$ cat src/rtl/host_dbg_sequencer_pkg.sv
`default_nettype none
// +----------------------------------------------------------------------------+
// | host_dbg_sequencer_pkg                                                     |
// | Opcodes, FSM states and control-word bit positions for the debug sequencer |
// | Rev 1.0                                                                    |
// +----------------------------------------------------------------------------+
package host_dbg_sequencer_pkg;

    typedef enum logic [2:0] {
        OP_CORE_RST = 3'd0,
        OP_STEP     = 3'd1,
        OP_ROM_WR   = 3'd2,
        OP_ROM_RD   = 3'd3,
        OP_RF_RD    = 3'd4,
        OP_PC_RD    = 3'd5,
        OP_CLKSEL   = 3'd6,
        OP_RSVD     = 3'd7
    } op_e;

    typedef enum logic [2:0] {
        IDLE   = 3'd0,
        CRST   = 3'd1,
        SETUP  = 3'd2,
        WE     = 3'd3,
        SETTLE = 3'd4,
        CLK_HI = 3'd5,
        CLK_LO = 3'd6,
        RESP   = 3'd7
    } state_e;

    localparam int c_reg0_rst_bit  = 0;
    localparam int c_reg0_clk_bit  = 1;
    localparam int c_reg0_sel_bit  = 2;
    localparam int c_reg2_we_bit   = 0;
    localparam int c_reg2_addr_lsb = 1;
    localparam int c_reg2_sel_bit  = 7;

    function automatic logic is_read_op(input op_e op);
        return op inside {OP_ROM_RD, OP_RF_RD, OP_PC_RD};
    endfunction

endpackage
`default_nettype wire

$ cat src/rtl/host_dbg_phase_timer.sv
`default_nettype none
// +----------------------------------------------------------------------------+
// | host_dbg_phase_timer                                                       |
// | Loadable down-counter; done pulses on the last cycle of a timed phase      |
// | Rev 1.0                                                                    |
// +----------------------------------------------------------------------------+
module host_dbg_phase_timer (
    input  logic        sysclk,
    input  logic        rst_n,
    input  logic        start,
    input  logic [31:0] load,
    output logic        done
);

    logic [31:0] r_cnt;
    logic        r_busy;

    // A start on the same edge as done chains phases back to back.
    always_ff @(posedge sysclk) begin
        if (!rst_n) begin
            r_cnt  <= '0;
            r_busy <= 1'b0;
        end else if (start) begin
            r_cnt  <= load;
            r_busy <= 1'b1;
        end else if (r_busy) begin
            if (r_cnt == 32'd1) begin
                r_busy <= 1'b0;
            end
            r_cnt <= r_cnt - 32'd1;
        end
    end

    assign done = r_busy && (r_cnt == 32'd1);

endmodule
`default_nettype wire

$ cat src/rtl/host_dbg_sequencer.sv
`default_nettype none
// +----------------------------------------------------------------------------+
// | host_dbg_sequencer                                                         |
// | Host debug command sequencer (reset, step, ROM/RF/PC access, clock select) |
// | Option macro: HOST_DBG_SEQ_MULTISTEP_EN (multi-step STEP command)          |
// | Rev 1.0                                                                    |
// +----------------------------------------------------------------------------+
module host_dbg_sequencer #(
    parameter int unsigned HOLD_CYC   = 4,
    parameter int unsigned SETTLE_CYC = 2,
    parameter int unsigned RST_CYC    = 8
) (
    input  logic        sysclk,
    input  logic        rst_n,
    input  logic        cmd_valid,
    output logic        cmd_ready,
    input  logic [2:0]  cmd_op,
    input  logic [5:0]  cmd_addr,
    input  logic [31:0] cmd_data,
    output logic        rsp_valid,
    output logic [31:0] rsp_data,
    output logic        rsp_err,
    output logic [31:0] ctrl_reg0,
    output logic [31:0] ctrl_reg1,
    output logic [31:0] ctrl_reg2,
    output logic [31:0] ctrl_reg3,
    output logic [31:0] ctrl_reg4,
    input  logic [31:0] stat_reg5,
    input  logic [31:0] stat_reg6,
    input  logic [31:0] stat_reg7
);
    import host_dbg_sequencer_pkg::*;

    state_e      r_state;
    op_e         r_op;
    logic        r_rst_host;
    logic        r_clk_host;
    logic        r_clk_select;
    logic [4:0]  r_rf_addr;
    logic        r_rom_select;
    logic [5:0]  r_rom_addr;
    logic        r_rom_we;
    logic [31:0] r_rom_wdata;
    logic        r_rsp_valid;
    logic [31:0] r_rsp_data;
    logic        r_rsp_err;

    op_e         w_cmd_op;
    logic        w_accept;
    logic        w_step_go;
    logic        w_last_step;
    logic        w_tmr_start;
    logic [31:0] w_tmr_load;
    logic        w_tmr_done;

    assign w_cmd_op = op_e'(cmd_op);
    assign w_accept = (r_state == IDLE) && cmd_valid;

`ifdef HOST_DBG_SEQ_MULTISTEP_EN
    logic [31:0] r_steps_left;
    assign w_step_go   = (cmd_data != 32'd0);
    assign w_last_step = (r_steps_left == 32'd1);
`else
    assign w_step_go   = 1'b1;
    assign w_last_step = 1'b1;
`endif

    always_comb begin
        w_tmr_start = 1'b0;
        w_tmr_load  = 32'(HOLD_CYC);
        case (r_state)
            IDLE: begin
                if (w_accept && (w_cmd_op == OP_CORE_RST)) begin
                    w_tmr_start = 1'b1;
                    w_tmr_load  = 32'(RST_CYC);
                end else if (w_accept && (w_cmd_op == OP_STEP) && w_step_go) begin
                    w_tmr_start = 1'b1;
                end
            end
            SETUP: begin
                if (is_read_op(r_op)) begin
                    w_tmr_start = 1'b1;
                    w_tmr_load  = 32'(SETTLE_CYC);
                end
            end
            CLK_HI:  w_tmr_start = w_tmr_done;
            CLK_LO:  w_tmr_start = w_tmr_done && !w_last_step;
            default: w_tmr_start = 1'b0;
        endcase
    end

    host_dbg_phase_timer u_phase_timer (
        .sysclk (sysclk),
        .rst_n  (rst_n),
        .start  (w_tmr_start),
        .load   (w_tmr_load),
        .done   (w_tmr_done)
    );

    always_ff @(posedge sysclk) begin
        if (!rst_n) begin
            r_state      <= IDLE;
            r_op         <= OP_CORE_RST;
            r_rst_host   <= 1'b0;
            r_clk_host   <= 1'b0;
            r_clk_select <= 1'b0;
            r_rf_addr    <= '0;
            r_rom_select <= 1'b0;
            r_rom_addr   <= '0;
            r_rom_we     <= 1'b0;
            r_rom_wdata  <= '0;
            r_rsp_valid  <= 1'b0;
            r_rsp_data   <= '0;
            r_rsp_err    <= 1'b0;
`ifdef HOST_DBG_SEQ_MULTISTEP_EN
            r_steps_left <= '0;
`endif
        end else begin
            r_rsp_valid <= 1'b0;
            case (r_state)
                IDLE: begin
                    if (w_accept) begin
                        r_op      <= w_cmd_op;
                        r_rsp_err <= (w_cmd_op == OP_RSVD);
                        case (w_cmd_op)
                            OP_CORE_RST: begin
                                r_rst_host <= 1'b1;
                                r_state    <= CRST;
                            end
                            OP_STEP: begin
                                if (w_step_go) begin
                                    r_clk_host <= 1'b1;
                                    r_state    <= CLK_HI;
`ifdef HOST_DBG_SEQ_MULTISTEP_EN
                                    r_steps_left <= cmd_data;
`endif
                                end else begin
                                    r_rsp_valid <= 1'b1;
                                    r_rsp_data  <= stat_reg5;
                                    r_state     <= RESP;
                                end
                            end
                            OP_ROM_WR: begin
                                r_rom_select <= 1'b1;
                                r_rom_addr   <= cmd_addr;
                                r_rom_wdata  <= cmd_data;
                                r_state      <= SETUP;
                            end
                            OP_ROM_RD: begin
                                r_rom_select <= 1'b1;
                                r_rom_addr   <= cmd_addr;
                                r_state      <= SETUP;
                            end
                            OP_RF_RD: begin
                                r_rf_addr <= cmd_addr[4:0];
                                r_state   <= SETUP;
                            end
                            OP_PC_RD: r_state <= SETUP;
                            OP_CLKSEL: begin
                                r_clk_select <= cmd_data[0];
                                r_state      <= SETUP;
                            end
                            default: begin
                                r_rsp_valid <= 1'b1;
                                r_rsp_data  <= '0;
                                r_state     <= RESP;
                            end
                        endcase
                    end
                end
                CRST: begin
                    if (w_tmr_done) begin
                        r_rst_host  <= 1'b0;
                        r_rsp_valid <= 1'b1;
                        r_rsp_data  <= '0;
                        r_state     <= RESP;
                    end
                end
                SETUP: begin
                    if (r_op == OP_ROM_WR) begin
                        r_rom_we <= 1'b1;
                        r_state  <= WE;
                    end else if (r_op == OP_CLKSEL) begin
                        r_rsp_valid <= 1'b1;
                        r_rsp_data  <= {31'd0, r_clk_select};
                        r_state     <= RESP;
                    end else begin
                        r_state <= SETTLE;
                    end
                end
                WE: begin
                    r_rom_we     <= 1'b0;
                    r_rom_select <= 1'b0;
                    r_rsp_valid  <= 1'b1;
                    r_rsp_data   <= r_rom_wdata;
                    r_state      <= RESP;
                end
                SETTLE: begin
                    if (w_tmr_done) begin
                        r_rom_select <= 1'b0;
                        r_rsp_valid  <= 1'b1;
                        r_state      <= RESP;
                        case (r_op)
                            OP_ROM_RD: r_rsp_data <= stat_reg6;
                            OP_RF_RD:  r_rsp_data <= stat_reg7;
                            default:   r_rsp_data <= stat_reg5;
                        endcase
                    end
                end
                CLK_HI: begin
                    if (w_tmr_done) begin
                        r_clk_host <= 1'b0;
                        r_state    <= CLK_LO;
                    end
                end
                CLK_LO: begin
                    if (w_tmr_done) begin
                        if (w_last_step) begin
                            r_rsp_valid <= 1'b1;
                            r_rsp_data  <= stat_reg5;
                            r_state     <= RESP;
                        end else begin
                            r_clk_host <= 1'b1;
                            r_state    <= CLK_HI;
`ifdef HOST_DBG_SEQ_MULTISTEP_EN
                            r_steps_left <= r_steps_left - 32'd1;
`endif
                        end
                    end
                end
                default: r_state <= IDLE;
            endcase
        end
    end

    // Held low through reset so no command is taken before the first idle cycle.
    assign cmd_ready = (r_state == IDLE) && rst_n;
    assign rsp_valid = r_rsp_valid;
    assign rsp_data  = r_rsp_data;
    assign rsp_err   = r_rsp_err;

    always_comb begin
        ctrl_reg0 = '0;
        ctrl_reg0[c_reg0_rst_bit] = r_rst_host;
        ctrl_reg0[c_reg0_clk_bit] = r_clk_host;
        ctrl_reg0[c_reg0_sel_bit] = r_clk_select;
        ctrl_reg1 = {27'd0, r_rf_addr};
        ctrl_reg2 = '0;
        ctrl_reg2[c_reg2_we_bit]        = r_rom_we;
        ctrl_reg2[c_reg2_addr_lsb +: 6] = r_rom_addr;
        ctrl_reg2[c_reg2_sel_bit]       = r_rom_select;
        ctrl_reg3 = r_rom_wdata;
        ctrl_reg4 = '0;
    end

endmodule
`default_nettype wire

$ cat config.mk
export PLATFORM = sky130hd
export DESIGN_NAME = host_dbg_sequencer
export DESIGN_NICKNAME = d
export VERILOG_FILES = /design/src/rtl/host_dbg_sequencer_pkg.sv /design/src/rtl/host_dbg_phase_timer.sv /design/src/rtl/host_dbg_sequencer.sv
export SDC_FILE = /design/constraint.sdc
export NUM_CORES = 1
export LEC_CHECK = 0
export CORE_UTILIZATION = 42
export DETAILED_ROUTE_END_ITERATION = 10
export MAX_ROUTING_LAYER = met4
export PLACE_DENSITY = 0.84
export SLEW_MARGIN = 20
export SYNTH_ARGS = -nofsm -noshare
export SYNTH_HDL_FRONTEND = slang
export SYNTH_SLANG_ARGS = --single-unit
$ cat constraint.sdc
create_clock -name sysclk -period 3.2 [get_ports sysclk]
set_input_delay 0.32 -clock sysclk [delete_from_list [all_inputs] [get_ports sysclk]]
set_output_delay 0.32 -clock sysclk [all_outputs]
set_load 0.02 [all_outputs]
==> results of run 1 <==
stage by stage:
stage	total power [mW]	setup slack [ns]	instance area, um2
after floorplan	3.75	0.531	7430
after global placement	4.35	0.399	8950
after detailed placement	4.39	0.321	8950
after CTS	6.54	0.299	9610
after global routing	6.85	0.197	9610
final	6.52	0.304	9610
cells by family (layout without fill, tap and decap cells):
family                     after synthesis  count (layout)
other                                    1             112
adders and majority gates                5               5
xor gates and xnor gates                32              32
muxes                                   40              40
buffers and inverters                  192             285
and+or+nand+nor                        357             357
AOI/OAI and AO/OA                      145             145
DFF                                    121             121
power breakdown:
part           total (mW)  leakage, nW  internal, mW  switching (mW)
Sequential           1.94        0.979          1.72           0.224
Clock                2.13        0.306          1.42           0.708
Combinational        2.45         2.33          1.04            1.41
Total                6.52         3.62          4.19            2.34
layer usage:
metal	share of wire [%]	GRT usage [%]	wire, um
met1	45	33.4	9860
met3	5.8	4.36	1270
met5	0	-	0
met2	47	39.1	10300
met4	1.9	8.56	422
layout by cell type (no fill, tap or decap), types with 5 or more instances in the layout:
| cell | count |
|---|---|
| mux2i_1 | 40 |
| xnor2_1 | 18 |
| o21ai_0 | 11 |
| buf_4 | 20 |
| bufinv_16 | 5 |
| clkbuf_16 | 17 |
| inv_1 | 8 |
| nor2b_1 | 5 |
| nand3_1 | 46 |
| xor2_1 | 14 |
| nand2_1 | 187 |
| a32oi_1 | 31 |
| nand4_1 | 5 |
| nor3_1 | 14 |
| nor4_1 | 12 |
| dfxtp_1 | 121 |
| clkdlybuf4s50_1 | 221 |
| ha_1 | 5 |
| nor2_1 | 50 |
| a21oi_1 | 50 |
| o211ai_1 | 30 |
| conb_1 | 112 |
path summary, 6_finish.rpt:
check,endpoint,slack [ns]
worst max-delay path,u_phase_timer.r_cnt[13],0.30
worst min-delay path,r_rom_we,0.18
worst max register to register,u_phase_timer.r_cnt[13],0.30
worst min register to register,r_rom_addr[2],0.45
state kept, by name, summed over array words and instances, names as in the netlist, 3 cells and up:
signal	cells
rsp_data	32
u_phase_timer.r_cnt	32
r_state	3
ctrl_reg3	32
r_rom_addr	6
r_rf_addr	5
r_op	3
cell type report:
cell class,count,share of cell area (%)
repair buffers,244,25.1
inverters,9,0.352
well taps,216,2.81
flip-flops and latches,121,25.2
clock buffers,21,4.79
multi-input cells,691,39.8
clock inverters,11,2.02
critical path, cell delays in order, from the launching register on:
cell	delay (ns)
dfxtp_1	0.35
or4_1	0.63
or3_1	0.45
or4_1	0.68
o211ai_4	0.38
buf_12	0.21
nor2_1	0.07
==> flow_metrics.tcl, run 1 <==
set metrics [dict create \
    tightest_slew_ns 0.746 \
    antenna_found_initial 0 \
    synth_area_um2 7010 \
    cap_violations 0 \
    synth.most_common_cell "nand2_1" \
    grt-ovfl-total 0 \
    cts_sinks 121 \
    cp-startpoint "u_phase_timer.r_cnt[11]" \
    n_fill_cell 1403 \
    cts_tree "yes" \
    holdWs_ns 0.179 \
    die_area_um2 17200 \
    min-delay-start "rst_n" \
    yosys_warnings 0 \
    io_pins 335 \
    portBuffers 222 \
    holdPathStages 2 \
    fin_crit_sh_pct 90.5 \
    h-tree-depth 4 \
    place_hpwl_mm 16.1 \
    place_congestion 0.917 \
    track_usage_pct 25.4 \
    grt_pass1_vias 5872 \
    rsz0062_at_grt "no" \
    worstSetupPathType "flop to flop" \
    synth_seq_cells 121 \
    drcViolationCount 0 \
    outcome "finished clean" \
    ys_seq_area_share_pct 34.5 \
    hp-class "input pin to flop" \
    dieHeight_um 131 \
    ir_drop_mv 0.567 \
    startpoint_type "flop" \
    initial_core_util_pct 43.5 \
    postCtsHoldBufs 0 \
    wire_per_inst_um 16.6 \
    synth-main-ff-cell "dfxtp_1" \
    synth_xor_area_share_pct 4.00 \
    multi_input_area_um2 3820 \
    finalMaxSlewViolations 0 \
    drt_iter0_drc 506 \
    finalCriticalPeriod_ns 2.90 \
    ys_top_cells_by_count "nand2_1 (187), dfxtp_1 (121), buf_4 (117)" \
    netlist_top_cells_area "dfxtp_1 (35%), buf_4 (13%), nand2_1 (10%)" \
    seqCellArea_um2 2420 \
    crit_path_max_fanout 24 \
    cts_resized 0 \
    cts_setup_buffers 0 \
    clk_latency_ns 0.41 \
    synthDistinctLibCells 60 \
    num_rows 46 \
    fmax_mhz 345 \
    syn_to_final_growth_pct 37.0 \
    root_buffer "clkbuf_16" \
    yosys.area.top_type "dfxtp_1" \
    clk_path_buf_depth 2 \
    clock_skew_ns 0.0110 \
    synthArstFlopShare_pct 0 \
    end_kind "flop" \
    route.vias.total 6637 \
    p_per_area_nw_per_um2 679 \
    cp.arrival_ns 3.19 \
    grt_max_degree 74 \
    die_w_um 131 \
    synth_top_family_by_area "simple AND/OR/NAND/NOR gates" \
    drive_above_1_share_pct 6.65 \
    nets 1229 \
    setup_tns_ns 0 \
    r2r_cells 6 \
    synthCells 893 \
    clk_pin_slew_ns 0.06 \
    core_area_um2 16100 \
    cts_buffers 17 \
    synth_compound_area_share_pct 14.4 \
    yosys.area_share.adder_pct 0.892 \
    num_antenna_cells 0 \
    leakage_nw 3.62 \
    place_inst 1281 \
    max_slew_margin_pct 50.3 \
    crit_required_ns 3.50 \
    vias_per_cell 5.05 \
    wl_mm 21.8 \
    synth_top_area_share_pct 34.5 \
    synth.avg_cell_area_um2 7.85 \
    fin_cells 1313 \
    synth_simple_gate_area_share_pct 23.1 \
    synth_edf_count 0 \
    final_hold_viol_count 0 \
    finalSetupViolCount 0 \
    r2r_start "u_phase_timer.r_cnt[11]" \
    grt_first_pass_wirelength_mm 32.9 \
    ant_nets 0 \
    first_pass_iters 5 \
    muxShareOfSynthArea_pct 5.71 \
    post-route-util_pct 59.6 \
]
(Power assumes the default switching activity.)
==> inputs of run 2 (changes only) <==
--- a/config.mk
+++ b/config.mk
@@ -9,6 +9,7 @@
 export DETAILED_ROUTE_END_ITERATION = 10
 export MAX_ROUTING_LAYER = met4
 export PLACE_DENSITY = 0.84
+export SKIP_LAST_GASP = 1
 export SLEW_MARGIN = 20
 export SYNTH_ARGS = -nofsm -noshare
 export SYNTH_HDL_FRONTEND = slang
==> constraint.sdc (replaced) <==
create_clock -name sysclk -period 3.2 [get_ports sysclk]
set_input_delay 0.32 -clock sysclk [delete_from_list [all_inputs] [get_ports sysclk]]
set_output_delay 0.32 -clock sysclk [all_outputs]
set_load 0.01 [all_outputs]
==> results of run 2 <==
Same layout as run 1 (identical final DEF). Status: finished clean.
Main changes from that run: total power 6.52 mW -> 6.39 mW; worst IR drop on VDD 0.567 mV -> 0.562 mV
==> inputs of run 3 (changes only) <==
--- a/config.mk
+++ b/config.mk
@@ -5,12 +5,13 @@
 export SDC_FILE = /design/constraint.sdc
 export NUM_CORES = 1
 export LEC_CHECK = 0
-export CORE_UTILIZATION = 42
+export ABC_CLOCK_PERIOD_IN_PS = 3200
+export CORE_UTILIZATION = 43
+export CTS_BUF_LIST = sky130_fd_sc_hd__clkbuf_2 sky130_fd_sc_hd__clkbuf_4 sky130_fd_sc_hd__clkbuf_8
 export DETAILED_ROUTE_END_ITERATION = 10
 export MAX_ROUTING_LAYER = met4
-export PLACE_DENSITY = 0.84
+export PLACE_DENSITY = 0.86
 export SKIP_LAST_GASP = 1
-export SLEW_MARGIN = 20
 export SYNTH_ARGS = -nofsm -noshare
 export SYNTH_HDL_FRONTEND = slang
 export SYNTH_SLANG_ARGS = --single-unit
==> flow_metrics.tcl, run 3 (same netlist as run 1, synthesis figures left out) <==
set metrics [dict create \
    tightest_slew_ns 0.790 \
    track_usage_pct 26.0 \
    dieHeight_um 130 \
    root_buffer "clkbuf_8" \
    crit_required_ns 3.52 \
    mostFrequentLayoutCell "clkdlybuf4s50_1" \
    fin_crit_sh_pct 89.6 \
    finalPower_mw 5.68 \
    final_area_um2 9370 \
    vias_per_cell 5.21 \
    startpoint_type "flop" \
    io_pins 335 \
    clk_path_buf_depth 2 \
    dpl-instance-area_um2 8960 \
    drcViolationCount 0 \
    layout_setup_ws_ns 0.332 \
    first_pass_iters 5 \
    clock_skew_ns 0.0117 \
    cts_buffers 17 \
    drive_above_1_share_pct 6.92 \
    cts_resized 0 \
    p_per_area_nw_per_um2 606 \
    die_w_um 130 \
    end_kind "flop" \
    finalSetupViolCount 0 \
    syn_to_final_growth_pct 33.6 \
    nets 1230 \
    num_rows 46 \
    rsz0062_at_grt "no" \
    n_fill_cell 1381 \
    outcome "finished clean" \
    antenna_found_initial 1 \
    postCtsHoldBufs 0 \
    max_slew_margin_pct 47.3 \
    final_cell_mix "clkdlybuf4s50_1 (221), nand2_1 (187), dfxtp_1 (121)" \
    rrSetupSlack_ns 0.33 \
    crit_path_max_fanout 24 \
    hp-class "input pin to flop" \
    leakage_nw 3.53 \
    die_area_um2 16800 \
    grt_max_degree 69 \
    cts_sinks 121 \
    fmax_mhz 349 \
    wire_per_inst_um 16.7 \
    place_hpwl_mm 16.1 \
    clk_pin_slew_ns 0.07 \
    place_congestion 0.877 \
    worstSetupPathType "flop to flop" \
    ir_drop_mv 0.321 \
    clk_latency_ns 0.44 \
    grt_pass1_vias 5907 \
    grt-ovfl-total 0 \
    cap_violations 0 \
    portBuffers 222 \
    drt_iter0_drc 472 \
    holdWs_ns 0.217 \
    h-tree-depth 4 \
    final_hold_viol_count 0 \
    pre_cts_slack_ns 0.373 \
    ant_nets 0 \
    setup_tns_ns 0 \
    core_area_um2 15900 \
    finalCriticalPeriod_ns 2.87 \
    initial_core_util_pct 44.1 \
    grt_first_pass_wirelength_mm 32.1 \
    cts_setup_buffers 0 \
    cp.arrival_ns 3.19 \
    route.vias.total 6846 \
    wl_mm 21.9 \
    finalMaxSlewViolations 0 \
    cts_tree "yes" \
]
-- run 3: cell count changes in the layout (fill, tap and decap cells not counted), sizes merged --
cell / delta
buf: +1
clkinv: +3
clkinvlp: -3
bufinv: -3
diode: +1
clkbuf: +3
-- run 3: where the power goes --
group / internal (mW) / total (mW) / leakage (nW) / switching, mW
Clock: 0.794 / 1.40 / 0.213 / 0.602
Sequential: 1.72 / 1.95 / 0.979 / 0.230
Combinational: 1.06 / 2.34 / 2.34 / 1.27
Total: 3.57 / 5.68 / 3.53 / 2.11
-- run 3: layer usage --
layer  GRT usage (%)  wire length (um)  vias up
met5               -                 0        -
met1            36.7              9770     3227
li1                -                 -     3226
met2            37.1              9830      358
met3            4.88              1900       35
met4            8.28               431        0
-- run 3: final cells by class --
| cell class | instances | area (um2) | area share (%) |
|---|---|---|---|
| clock buffers | 24 | 312 | 3.33 |
| multi-input cells | 691 | 3820 | 40.8 |
| well taps | 216 | 270 | 2.88 |
| repair buffers | 245 | 2410 | 25.8 |
| flip-flops and latches | 121 | 2420 | 25.9 |
| diodes | 1 | 2.50 | 0.0267 |
| clock inverters | 8 | 92.6 | 0.988 |
| inverters | 9 | 33.8 | 0.361 |
-- run 3: final timing paths --
path | start | endpoint | depth (start not counted)
setup reg to reg | u_phase_timer.r_cnt[11] | u_phase_timer.r_cnt[17] | 6
hold reg to reg | rsp_data[28] | rsp_data[28] | 2
hold / removal | rst_n | r_rom_we | 2
setup / recovery | u_phase_timer.r_cnt[11] | u_phase_timer.r_cnt[17] | 6
-- run 3: through the flow --
stage | utilization [%] | cells
CTS | 59.0 | 1314
detailed placement | 56.4 | 1282
global route | 59.0 | 1315
global placement | 56.4 | 1282
finish | 59.0 | 1315
floorplan | - | 1004
-- run 3: critical path: stages (launching register included) --
cell	delay [ns]
dfxtp_1	0.35
or4_1	0.63
or3_1	0.41
or4_1	0.68
o211ai_4	0.39
buf_12	0.21
nor2_1	0.06
